==> src/rtl/posit_result_writer.sv <==
// Write-back stage for the posit FU: buffers tagged result records and emits one
// CCI-P c1 byte-mode line write per record, with outstanding-write tracking and a flush handshake.
module posit_result_writer #(
    parameter int DEPTH   = 8,
    parameter int MAX_OUT = 16
) (
    input  logic         clk,
    input  logic         reset_n,
    input  logic [41:0]  cfg_base_addr,
    input  logic [5:0]   cfg_gran,
    input  logic         in_valid,
    output logic         in_ready,
    input  logic [7:0]   in_tag,
    input  logic [36:0]  in_rec,
    input  logic         tx_almfull,
    output logic         wr_valid,
    output logic [41:0]  wr_addr,
    output logic [5:0]   wr_byte_start,
    output logic [5:0]   wr_byte_len,
    output logic [511:0] wr_data,
    input  logic         wr_rsp_valid,
    input  logic         flush_req,
    output logic         flush_done,
    output logic [4:0]   outstanding
);

    localparam int AW = $clog2(DEPTH);
    localparam logic [4:0] OUT_CAP = 5'(MAX_OUT);

    typedef enum logic [1:0] {S_RUN, S_DRAIN, S_DONE} state_t;

    state_t state_q, state_d;

    logic [44:0] mem [DEPTH];
    logic [AW:0] wr_ptr, rd_ptr;
    logic        empty, full, push, issue, rsp_eff;

    logic [44:0]  head;
    logic [7:0]   head_tag;
    logic [36:0]  head_rec;
    logic [11:0]  off;
    logic [511:0] word;
    logic [8:0]   shift;

    assign empty = (wr_ptr == rd_ptr);
    assign full  = (wr_ptr[AW] != rd_ptr[AW]) && (wr_ptr[AW-1:0] == rd_ptr[AW-1:0]);

    // Gated with reset_n so every output reads 0 while reset is held.
    assign in_ready = reset_n && !full && (state_q == S_RUN) && !flush_req;
    assign push     = in_valid && in_ready;
    assign issue    = !empty && !tx_almfull && (outstanding < OUT_CAP);
    assign rsp_eff  = wr_rsp_valid && (outstanding != 5'd0);

    assign head     = mem[rd_ptr[AW-1:0]];
    assign head_tag = head[44:37];
    assign head_rec = head[36:0];

    // Slot offset in bytes; only the low 12 bits are meaningful to the address math.
    assign off   = {6'b0, cfg_gran} * {4'b0, head_tag};
    assign word  = {475'b0, head_rec};
    assign shift = {off[5:0], 3'b000};

    // NOTE: storage array has no reset; validity comes solely from the reset pointers.
    always_ff @(posedge clk) begin
        if (push) mem[wr_ptr[AW-1:0]] <= {in_tag, in_rec};
    end

    // NOTE: sequential state uses non-blocking assignments so all flops update together.
    always_ff @(posedge clk or negedge reset_n) begin
        if (!reset_n) begin
            wr_ptr <= '0;
            rd_ptr <= '0;
        end else begin
            if (push)  wr_ptr <= wr_ptr + 1'b1;
            if (issue) rd_ptr <= rd_ptr + 1'b1;
        end
    end

    always_ff @(posedge clk or negedge reset_n) begin
        if (!reset_n) begin
            wr_valid      <= 1'b0;
            wr_addr       <= '0;
            wr_byte_start <= '0;
            wr_byte_len   <= '0;
            wr_data       <= '0;
        end else begin
            wr_valid <= issue;
            if (issue) begin
                wr_addr       <= cfg_base_addr + {36'b0, off[11:6]};
                wr_byte_start <= off[5:0];
                wr_byte_len   <= cfg_gran;
                wr_data       <= word << shift;
            end
        end
    end

    // A response with nothing outstanding is spurious and never lowers the count.
    always_ff @(posedge clk or negedge reset_n) begin
        if (!reset_n) begin
            outstanding <= '0;
        end else begin
            unique case ({issue, rsp_eff})
                2'b10:   outstanding <= outstanding + 5'd1;
                2'b01:   outstanding <= outstanding - 5'd1;
                default: outstanding <= outstanding;
            endcase
        end
    end

    always_ff @(posedge clk or negedge reset_n) begin
        if (!reset_n) state_q <= S_RUN;
        else          state_q <= state_d;
    end

    // NOTE: next state is defaulted first so no path through the case infers a latch.
    always_comb begin
        state_d = state_q;
        unique case (state_q)
            S_RUN:   if (flush_req) state_d = S_DRAIN;
            S_DRAIN: if (empty && (outstanding == 5'd0) && !issue) state_d = S_DONE;
            S_DONE:  if (!flush_req) state_d = S_RUN;
            default: state_d = S_RUN;
        endcase
    end

    assign flush_done = (state_q == S_DONE);

endmodule

==> config.mk <==
export PLATFORM = sky130hd
export DESIGN_NAME = posit_result_writer
export DESIGN_NICKNAME = d
export VERILOG_FILES = /design/src/rtl/posit_result_writer.sv
export SDC_FILE = /design/constraint.sdc
export NUM_CORES = 2
export LEC_CHECK = 0
export ABC_CLOCK_PERIOD_IN_PS = 8800
export CELL_PAD_IN_SITES_DETAIL_PLACEMENT = 1
export CELL_PAD_IN_SITES_GLOBAL_PLACEMENT = 2
export CORE_AREA = 4 4 338 340
export DETAILED_ROUTE_END_ITERATION = 7
export DIE_AREA = 0 0 342 344
export GPL_TIMING_DRIVEN = 0
export PLACE_DENSITY = 0.8
export SLEW_MARGIN = 20
export SYNTH_ARGS = -nofsm -noshare
export SYNTH_HDL_FRONTEND = slang
export SYNTH_SLANG_ARGS = --single-unit
==> constraint.sdc <==
create_clock -name clk -period 8.8 [get_ports clk]
set_input_delay 1.76 -clock clk [delete_from_list [all_inputs] [get_ports clk]]
set_output_delay 1.76 -clock clk [all_outputs]
set_load 0.005 [all_outputs]
==> impl_metrics.yaml <==
outcome:
  outcome: "completed"
job:
  cap_violations: 0
timing:
  rsz0062_at_grt: "no"
  fmax_ghz: 0.118
  setup_ws_ns: 0.357
  slew_headroom_pct: 5.88
  min_period_ns: 8.44
  setup_viol: 0
  worst_slew_pin_slew_ns: 1.41
  fin_skew_ns: 0.0201
  hold_viol: 0
  maxSlewViolCount: 0
  holdWs_ns: 0.477
  fin_crit_sh_pct: 95.9
yosys:
  netlist_area_sq_mm: 0.0399
  synth_ff_type: "dfrtp_1"
  ys_async_sr_fraction_pct: 61.8
  synth_cell_types: 64
  yosysWarnings: 0
  synth_edf_count: 360
  ys_ff_latch: 942
  syn-num-nets: 3302
  yosysSeqAreaShare_pct: 63.6
  avgSynthCellArea_sq_um: 12.7
  syn_inst: 3148
clocking:
  path_clk_slew_ns: 0.06
  numCtsBuffers: 103
  clk_path_buf_depth: 3
  htree_levels: 3
  cts_setup_buffers: 0
  clock_sinks: 942
  ctsHoldBuffers: 0
  clock_latency_ns: 0.69
  cts_tree: "built"
  ctsRootBufferMaster: "clkbuf_16"
finish:
  nets: 4148
  area_growth_pct: 32.1
  fin_area_sq_mm: 0.0527
  layout-drive-gt1-share_pct: 10.8
  layout_commonest_cell: "clkdlybuf4s50_1"
  final_cell_mix: "671 x clkdlybuf4s50_1, 662 x nand2_1, 582 x dfrtp_1"
placement:
  dpl.hpwl_mm: 139
  port_buffers: 672
  detailed_place.area_sq_mm: 0.0492
  dpl_worst_slack_ns: -0.313
  gp_congestion: 0.903
setup_path:
  crit_slowest_cell: "nor2_1"
  start_kind: "register"
  critPathKind: "reg -> reg"
  critPathMaxFanout: 11
  cp_data_arrival_time_ns: 9.03
  crit_top_cell: "buf_4"
  end_kind: "register"
  slowest_delay_ns: 1.10
  required_ns: 9.39
  worstPathCellList: "buf_4, buf_4, buf_6, buf_4, buf_4, clkbuf_4, mux4_2, mux2i_2, nor2_1, fa_1, inv_1, fa_1, fa_1, inv_1, ha_1, xor2_1, nand2_1, nor2_1, nand2_1, clkbuf_1, o221ai_1"
grt:
  antenna_found_initial: 15
  groute.usage.overall_pct: 30.1
  grt_pass1_wl_mm: 254
  grt_pass1_vias: 33000
  grt_max_degree: 98
  overflow: 0
routing:
  drcViolationCount: 0
  via_per_inst: 5.83
  wl_per_cell_microns: 32.6
  dr_total_vias: 32500
  ant_nets: 0
  first_pass_iters: 5
  first_iter_violations: 3324
  routed_wl_mm: 182
die:
  rows: 123
  core_area_sq_mm: 0.112
  fp.dieH_microns: 344
  pin_count: 673
  start_util_pct: 35.8
  die_w_microns: 342
  dieArea_sq_mm: 0.118
power_and_ir_drop:
  ir_drop_mv: 0.458
  p_total_mw: 25.0
  cellLeakagePower_nw: 20.5
  power-per-cell-area_mw_per_mm2: 475
worst_hold_path:
  hold_path_class: "reg -> reg"
## worst paths after layout
check | start | to | slack (ns) | cells past startpoint
worst max-delay path | rd_ptr[0]$_DFFE_PN0P_ | wr_data[296]$_DFFE_PN0P_ | 0.36 | 21
worst min-delay path | wr_data[46]$_DFFE_PN0P_ | wr_data[46]$_DFFE_PN0P_ | 0.48 | 2
worst max register to register | rd_ptr[0]$_DFFE_PN0P_ | wr_data[296]$_DFFE_PN0P_ | 0.36 | 21
worst min register to register | wr_data[46]$_DFFE_PN0P_ | wr_data[46]$_DFFE_PN0P_ | 0.48 | 2
max in group asynchronous | reset_n | outstanding[3]$_DFFE_PN0P_ | 6.05 | 4
min in group asynchronous | reset_n | wr_data[319]$_DFFE_PN0P_ | 1.02 | 1
## cell families after synthesis
| logic type | synth area share [%] |
|---|---|
| AO/OA/AOI/OAI | 13.2 |
| XOR/XNOR | 1.38 |
| adder cells (fa/ha/maj) | 2.21 |
| buffers and inverters | 2.94 |
| flip-flops | 63.6 |
| multiplexers | 7.18 |
| AND/OR/NAND/NOR | 9.55 |
## flip-flops by register name (all words and copies together) (netlist names)
signal,cells
wr_data,512
mem,360
wr_addr,42
wr_byte_len,6
wr_byte_start,6
outstanding,5
rd_ptr,4
wr_ptr,4
state_q,2
wr_valid,1
## Yosys cell counts, types with 8 or more instances
master | number | area (sq um)
a21oi_1 | 16 | 80.1
a221o_1 | 8 | 80.1
a22oi_1 | 49 | 368
and2_1 | 14 | 87.6
and3_1 | 11 | 68.8
buf_1 | 14 | 52.6
buf_2 | 34 | 170
buf_4 | 9 | 67.6
buf_6 | 10 | 113
clkbuf_1 | 160 | 601
dfrtp_1 | 582 | 14600
edfxtp_1 | 360 | 10800
fa_1 | 26 | 521
ha_1 | 29 | 363
inv_1 | 45 | 169
mux2_2 | 40 | 450
mux2_4 | 8 | 120
mux2i_1 | 84 | 841
mux4_2 | 60 | 1350
nand2_1 | 662 | 2480
nand2b_1 | 12 | 75.1
nand3_1 | 31 | 155
nand4_1 | 15 | 93.8
nor2_1 | 52 | 195
nor2b_1 | 38 | 238
nor3_1 | 28 | 140
nor4_1 | 10 | 62.6
o2111ai_1 | 9 | 78.8
o21ai_0 | 204 | 1020
o21ai_1 | 24 | 120
o221ai_1 | 326 | 2860
o22ai_1 | 11 | 68.8
o31ai_1 | 28 | 210
xnor2_1 | 31 | 272
xor2_1 | 32 | 280
## routing by layer
metal,GRT usage [%],routed length (microns),vias up,part of all wire (%)
met5,0,54,-,0.030
met4,12.7,9510,8,5.2
met3,9.79,18700,388,10
met2,46.6,81900,1715,45
met1,39.0,71900,16900,39
li1,-,-,13500,-
## report_power, final
part	total, mW	internal, mW	switching [mW]
logic	14.3	4.68	9.66
registers	6.25	5.52	0.739
clock network	4.45	2.59	1.86
## through the flow
stage | setup TNS (ns) | util (%) | cells
3_3_place_gp | - | 43.5 | 5320
2_1_floorplan | 0 | - | 3148
5_1_grt | 0 | 47.3 | 5582
4_1_cts | 0 | 47.2 | 5581
3_5_place_dp | -2.71 | 44.1 | 5390
6_report | 0 | 47.3 | 5585
## worst max-delay path, delay by kind of cell (launching register included)
kind	cells	cell delay, ns
buf+inv	9	2.16
mux	2	0.96
fa+ha+maj	4	1.97
xor+xnor	1	0.53
flops	1	0.39
simple gates	4	2.00
compound gates	1	0.31
## timing repair
item | 4_1_cts | 5_1_grt
setup endpoints to repair | 16 | 49
resized for setup | 4 | 12
hold endpoints to repair | 0 | 0
## layout make-up
cell class / instances / area (sq um)
Fill cell: 11700 / 58800
Clock inverter: 53 / 604
Antenna cell: 5 / 12.5
Sequential cell: 942 / 25400
Multi-Input combinational cell: 1934 / 13500
Timing Repair Buffer: 742 / 7370
Buffer: 226 / 1010
Inverter: 45 / 171
Clock buffer: 138 / 2840
Tap cell: 1500 / 1880
(Power assumes the default switching activity.)
